## src/rtl/operand_fetch_stage.sv

```systemverilog
// ID->EX operand stage: drives regfile reads, forwards EX/MEM and WB results,
// stalls on unresolved RAW hazards and captures operands into the ID/EX register.
module operand_fetch_stage #(
  parameter int unsigned DW = 64,
  parameter int unsigned AW = 5,
  parameter int unsigned ZR = 31,
  parameter int unsigned CW = 16
) (
  input  logic          clk,
  input  logic          reset,
  input  logic          in_valid,
  output logic          in_ready,
  input  logic [AW-1:0] in_rn,
  input  logic [AW-1:0] in_rm,
  input  logic [AW-1:0] in_rd,
  input  logic          in_rn_used,
  input  logic          in_rm_used,
  input  logic          in_regwrite,
  input  logic          in_memread,
  output logic [AW-1:0] ReadRegister1,
  output logic [AW-1:0] ReadRegister2,
  input  logic [DW-1:0] ReadData1,
  input  logic [DW-1:0] ReadData2,
  input  logic          exm_valid,
  input  logic          exm_regwrite,
  input  logic          exm_memread,
  input  logic [AW-1:0] exm_rd,
  input  logic [DW-1:0] exm_data,
  input  logic          wb_regwrite,
  input  logic [AW-1:0] wb_rd,
  input  logic [DW-1:0] wb_data,
  input  logic          flush,
  output logic          out_valid,
  input  logic          out_ready,
  output logic [DW-1:0] out_op1,
  output logic [DW-1:0] out_op2,
  output logic [AW-1:0] out_rd,
  output logic          out_regwrite,
  output logic          out_memread,
  output logic [CW-1:0] stall_cnt
);

  localparam logic [AW-1:0] ZrIdx  = AW'(ZR);
  localparam logic [CW-1:0] CntMax = {CW{1'b1}};

  logic          rn_live, rm_live;
  logic          ex_producer, mem_load, exm_alu;
  logic          hazard_ex, hazard_mem, stall, advance;
  logic [DW-1:0] op1_sel, op2_sel;

  assign ReadRegister1 = in_rn;
  assign ReadRegister2 = in_rm;

  // A source only participates in hazards and forwarding when it is read and is not XZR.
  assign rn_live = in_rn_used & (in_rn != ZrIdx);
  assign rm_live = in_rm_used & (in_rm != ZrIdx);

  assign ex_producer = out_valid & out_regwrite & (out_rd != ZrIdx);
  assign mem_load    = exm_valid & exm_regwrite & exm_memread & (exm_rd != ZrIdx);
  assign exm_alu     = exm_valid & exm_regwrite & ~exm_memread;

  assign hazard_ex  = ex_producer & ((rn_live & (in_rn == out_rd)) |
                                     (rm_live & (in_rm == out_rd)));
  assign hazard_mem = mem_load & ((rn_live & (in_rn == exm_rd)) |
                                  (rm_live & (in_rm == exm_rd)));

  assign stall    = in_valid & (hazard_ex | hazard_mem);
  assign advance  = out_ready | ~out_valid;
  assign in_ready = advance & ~stall & ~flush;

  // Newest producer wins: EX/MEM ALU result, then WB (regfile has no write bypass).
  always_comb begin
    op1_sel = ReadData1;
    if (in_rn == ZrIdx) begin
      op1_sel = '0;
    end else if (rn_live && exm_alu && (exm_rd == in_rn)) begin
      op1_sel = exm_data;
    end else if (rn_live && wb_regwrite && (wb_rd == in_rn)) begin
      op1_sel = wb_data;
    end
  end

  always_comb begin
    op2_sel = ReadData2;
    if (in_rm == ZrIdx) begin
      op2_sel = '0;
    end else if (rm_live && exm_alu && (exm_rd == in_rm)) begin
      op2_sel = exm_data;
    end else if (rm_live && wb_regwrite && (wb_rd == in_rm)) begin
      op2_sel = wb_data;
    end
  end

  always_ff @(posedge clk) begin
    if (reset) begin
      out_valid    <= 1'b0;
      out_op1      <= '0;
      out_op2      <= '0;
      out_rd       <= '0;
      out_regwrite <= 1'b0;
      out_memread  <= 1'b0;
      stall_cnt    <= '0;
    end else begin
      if (stall && !flush && (stall_cnt != CntMax)) begin
        stall_cnt <= stall_cnt + CW'(1);
      end
      if (flush) begin
        out_valid <= 1'b0;
      end else if (advance) begin
        if (in_valid && !stall) begin
          out_valid    <= 1'b1;
          out_op1      <= op1_sel;
          out_op2      <= op2_sel;
          out_rd       <= in_rd;
          out_regwrite <= in_regwrite;
          out_memread  <= in_memread;
        end else begin
          out_valid    <= 1'b0;
          out_regwrite <= 1'b0;
        end
      end
    end
  end

endmodule

```

## config.mk

```make
export PLATFORM = sky130hd
export DESIGN_NAME = operand_fetch_stage
export DESIGN_NICKNAME = d
export VERILOG_FILES = /design/src/rtl/operand_fetch_stage.sv
export SDC_FILE = /design/constraint.sdc
export NUM_CORES = 1
export LEC_CHECK = 0
export CAP_MARGIN = 40
export CORE_AREA = 8 8 173 175
export DETAILED_ROUTE_END_ITERATION = 10
export DIE_AREA = 0 0 181 183
export HOLD_SLACK_MARGIN = 0.05
export PLACE_DENSITY = 0.68
export SYNTH_ARGS = -nofsm -noshare
export SYNTH_HDL_FRONTEND = slang
export SYNTH_SLANG_ARGS = --single-unit
```

## constraint.sdc

```tcl
create_clock -name clk -period 3.4 [get_ports clk]
set_clock_uncertainty 0.15 [all_clocks]
set_input_delay 0.34 -clock clk [delete_from_list [all_inputs] [get_ports clk]]
set_output_delay 0.34 -clock clk [all_outputs]
set_load 0.03 [all_outputs]
```

Yosys cells after proc, flatten, opt, wreduce, memory -nomap -nowiden
Cells that the tools add are included. Widths: inputs -> output; s select.

Flip-flop bits (word level): 152. Input port bits: 294.

Add/sub/neg operators: 1. Equal/unequal tests: 15. Mux-type cells: 8. Bitwise operators: 25. Reduce and logical (&&, ||, !) cells: 16.

Operators by type and width (number): $mux 64 (6); $eq 5x5->1 (8); $ne 5x5->1 const B (4); $and 1x1->1 (17); $add 16x1->16 const B (1); $ne 16x16->1 const B (1); $logic_and 1x1->1 (11); $eq 5x5->1 const B (2); $not 1->1 (4); $or 1x1->1 (4); $reduce_and 3->1 (1); $logic_not 1->1 (2); $mux 1 (2); $reduce_and 2->1 (1); $reduce_or 2->1 (1).

Longest topological paths before layout
Depth after elaboration: 10. Mapped depth: 10. Mapped depth without buffers: 8.

Worst setup path before layout
OpenSTA, ideal clock, no wires.

Kind: reg-to-reg. Start point: register stall_cnt[0]. End point: register stall_cnt[3]. Library setup time: 0.121 ns. Data arrival time: 2.213 ns. Required time: 3.129 ns. Path slack: 0.917 ns. Stages on the path, launching flop included: 8. Path buffers: 0. Cell sequence: dfxtp_1 ha_1 and3_1 nand3_1 o311ai_1 a21oi_2 nand4_1 mux2_2.

Longest elaborated chain between the ends: 2.

RTL lines: from (decl) (RTL line 40) `output logic [CW-1:0] stall_cnt`; from (signal assigned) (RTL line 105) `stall_cnt <= stall_cnt + CW'(1);`; branches (longest 2 deep; another with $add 16x1->16).

Parallel ways; which one is timed is not known. A chain may end at the register's enable or synchronous reset.

Final worst setup path
Start point: input in_rn[4]. End point: output in_ready.

Longest elaborated chain between the ends: 10.

RTL lines: from (decl) (RTL line 13) `input logic [AW-1:0] in_rn,`; $ne 5x5->1 (RTL line 55) `assign rn_live = in_rn_used & (in_rn != ZrIdx);`; $and 1x1->1 (RTL line 55); $and 1x1->1 (on tied branches) (RTL line 62, 64); $or 1x1->1 (on tied branches) (RTL line 62, 64); $and 1x1->1 (on tied branches) (RTL line 62, 64); $or 1x1->1 * (RTL line 67) `assign stall = in_valid & (hazard_ex | hazard_mem);`; $and 1x1->1 * (RTL line 67); $not 1->1 * (RTL line 69) `assign in_ready = advance & ~stall & ~flush;`; $and 1x1->1 * (2 in series) (RTL line 69); to (decl) (RTL line 12) `output logic in_ready,`.

Every way passes the cells marked *; elsewhere a longest branch is shown, timed or not.

==> impl_metrics.env <==
export IMPL_core_area_um2=27300
export IMPL_diodes=0
export IMPL_port_buffers=456
export IMPL_cts_hold_buffers=0
export IMPL_critical_path_class="input pin to output port"
export IMPL_ff2ff_setup_slack_ns=0.57
export IMPL_fin_nets=1646
export IMPL_syn_avg_cell_area_um2=9.29
export IMPL_post_route_period_util_pct=91.1
export IMPL_yosysUniqueCellTypes=40
export IMPL_routed_wl_mm=38.0
export IMPL_cts_buffer_depth=2
export IMPL_dpl_worst_slack_ns=-0.0676
export IMPL_arrival_ns=2.61
export IMPL_worstSetupStartpointType="input pin"
export IMPL_cts_setup_buffers=0
export IMPL_endpoint_kind="output port"
export IMPL_gp_congestion=0.857
export IMPL_cts_max_level=4
export IMPL_clk_latency_ns=0.42
export IMPL_fp_dieArea_um2=33100
export IMPL_antenna_found_initial=0
export IMPL_fill_cells=2600
export IMPL_wl_per_cell_um=22.2
export IMPL_period_minus_slack_ns=3.10
export IMPL_status="finished, final reports clean"
export IMPL_maxCapViolCount=0
export IMPL_hold_class="flop to flop"
export IMPL_yosysMostFrequentCell="dfxtp_1"
export IMPL_drive_above_1_share_pct=11.8
export IMPL_finalSetupViolations=0
export IMPL_grt_pass1_wl_mm=57.4
export IMPL_ir_drop_mv=0.252
export IMPL_drc_errors=0
export IMPL_first_global_vias=9421
export IMPL_slew_headroom_pct=48.0
export IMPL_path_clk_slew_ns=0.06
export IMPL_syn_to_final_growth_pct=62.6
export IMPL_viasPerCell=5.38
export IMPL_yosys_area_top_type="dfxtp_1"
export IMPL_yosysSeqAreaShare_pct=34.6
export IMPL_grt_remaining_overflow=0
export IMPL_maxSlewViolCount=0
export IMPL_place_hpwl_mm=29.1
export IMPL_numCtsBuffers=17
export IMPL_cts_root_buf="clkbuf_16"
export IMPL_dp_cells=1678
export IMPL_ys_ff_latch=152
export IMPL_die_y_um=183
export IMPL_via_count=9203
export IMPL_synth_area_leaders="dfxtp_1 35%, mux2i_1 15%, a2111oi_0 10%"
export IMPL_tightest_slew_ns=0.780
export IMPL_fin_ws_ns=0.302
export IMPL_post_cts_resized=0
export IMPL_cts_tree="yes"
export IMPL_track_usage_pct=22.0
export IMPL_powerDensity_nw_per_um2=345
export IMPL_hold_violations=0
export IMPL_num_io_pins=457
export IMPL_worstPathMaxFanout=9
export IMPL_rows=61
export IMPL_syn_cell_area_um2=8790
export IMPL_grt_max_degree=149
export IMPL_synth_flop_cell="dfxtp_1"
export IMPL_synth_nets=1241
export IMPL_fin_cells=1710
export IMPL_rsz0062_at_grt="no"
export IMPL_first_iter_violations=644
export IMPL_synth_top_area_share_pct=34.6
export IMPL_fin_util_pct=52.3
export IMPL_synth_edf_count=0
export IMPL_crit_required_ns=2.91
export IMPL_die_x_um=181
export IMPL_detail_route_antenna_nets=0
export IMPL_synth_warnings=0
export IMPL_start_util_pct=32.2
export IMPL_cts_sinks=152
export IMPL_synth_common_cells="152 x dfxtp_1, 139 x nor2_1, 135 x mux2i_1"
export IMPL_ys_async_sr_fraction_pct=0
export IMPL_synth_cells=946
export IMPL_maxClockFrequency_mhz=323
export IMPL_dr_pass1_iters=4
export IMPL_cellLeakagePower_nw=5.92
==> layer usage <==
metal	wire, um	part of all wire [%]	vias up	global-route usage, %
met1	15700	41	4295	26.4
met4	1540	4.0	0	9.51
met5	0	0	-	0
met2	18100	48	358	36.8
li1	-	-	4483	-
met3	2700	7.1	67	5.70
==> path summary, 6_finish.rpt <==
path | startpoint | to | depth (start not counted)
min | out_op2[52]$_SDFFE_PP0P_ | out_op2[52]$_SDFFE_PP0P_ | 1
max reg2reg | out_rd[4]$_SDFFE_PP0P_ | out_op1[3]$_SDFFE_PP0P_ | 9
min reg2reg | out_op2[52]$_SDFFE_PP0P_ | out_op2[52]$_SDFFE_PP0P_ | 1
max | in_rn[4] | in_ready | 9
==> flip-flops by register name, summed over array words and instances, names as in the netlist <==
| signal | count |
|---|---|
| out_valid | 1 |
| out_regwrite | 1 |
| out_op1 | 64 |
| out_memread | 1 |
| out_rd | 5 |
| out_op2 | 64 |
| stall_cnt | 16 |
==> logic make-up after synthesis <==
| family | synth area share, % |
|---|---|
| AOI/OAI and AO/OA | 29.1 |
| and+or+nand+nor | 10.6 |
| DFF | 34.6 |
| muxes | 15.5 |
| buffers and inverters | 6.35 |
| xor gates and xnor gates | 3.69 |
| adders and majority gates | 0.142 |
==> through the flow <==
stage               TNS (ns)  hold WS [ns]  cell area, um^2  total power (W)
floorplan                  0         0.268             8790          0.00243
global placement           0         0.305            13700          0.00310
detailed placement   -0.0676         0.312            13700          0.00311
CTS                        0         0.327            14300          0.00499
global route               0         0.336            14300          0.00514
finish                     0         0.323            14300          0.00493
==> layout by cell type (no fill, tap or decap), types with 11 or more instances in the layout <==
cell	instances
clkdlybuf4s50_1	455
dfxtp_1	152
nor2_1	139
mux2i_1	135
a2111oi_0	103
a31o_1	61
a31o_2	60
buf_4	32
xnor2_1	21
a2111oi_2	19
nand3_1	18
clkbuf_16	17
nand2_1	16
xor2_1	16
inv_1	11
==> critical path: stages <==
cell             delay, ns
clkdlybuf4s50_1       0.55
nand4_1               0.24
o21ai_1               0.14
nor4_1                0.60
o2111ai_4             0.19
buf_4                 0.21
nand2_1               0.06
a21oi_1               0.08
buf_4                 0.19
==> where the power goes <==
part | internal, W | switching (W) | total, W
Clock | 0.00103 | 0.000835 | 0.00187
Combinational | 0.000600 | 0.000556 | 0.00116
Sequential | 0.00186 | 0.0000501 | 0.00191
==> area by class of cell <==
cell class	count	area, um^2	share of cell area, %
multi-input cells	672	5230	36.6
flip-flops and latches	152	3040	21.3
repair buffers	496	4970	34.8
clock buffers	19	433	3.03
inverters	12	47.5	0.333
well taps	346	433	3.03
clock inverters	13	136	0.954
Power figures use the tool's default switching activity.
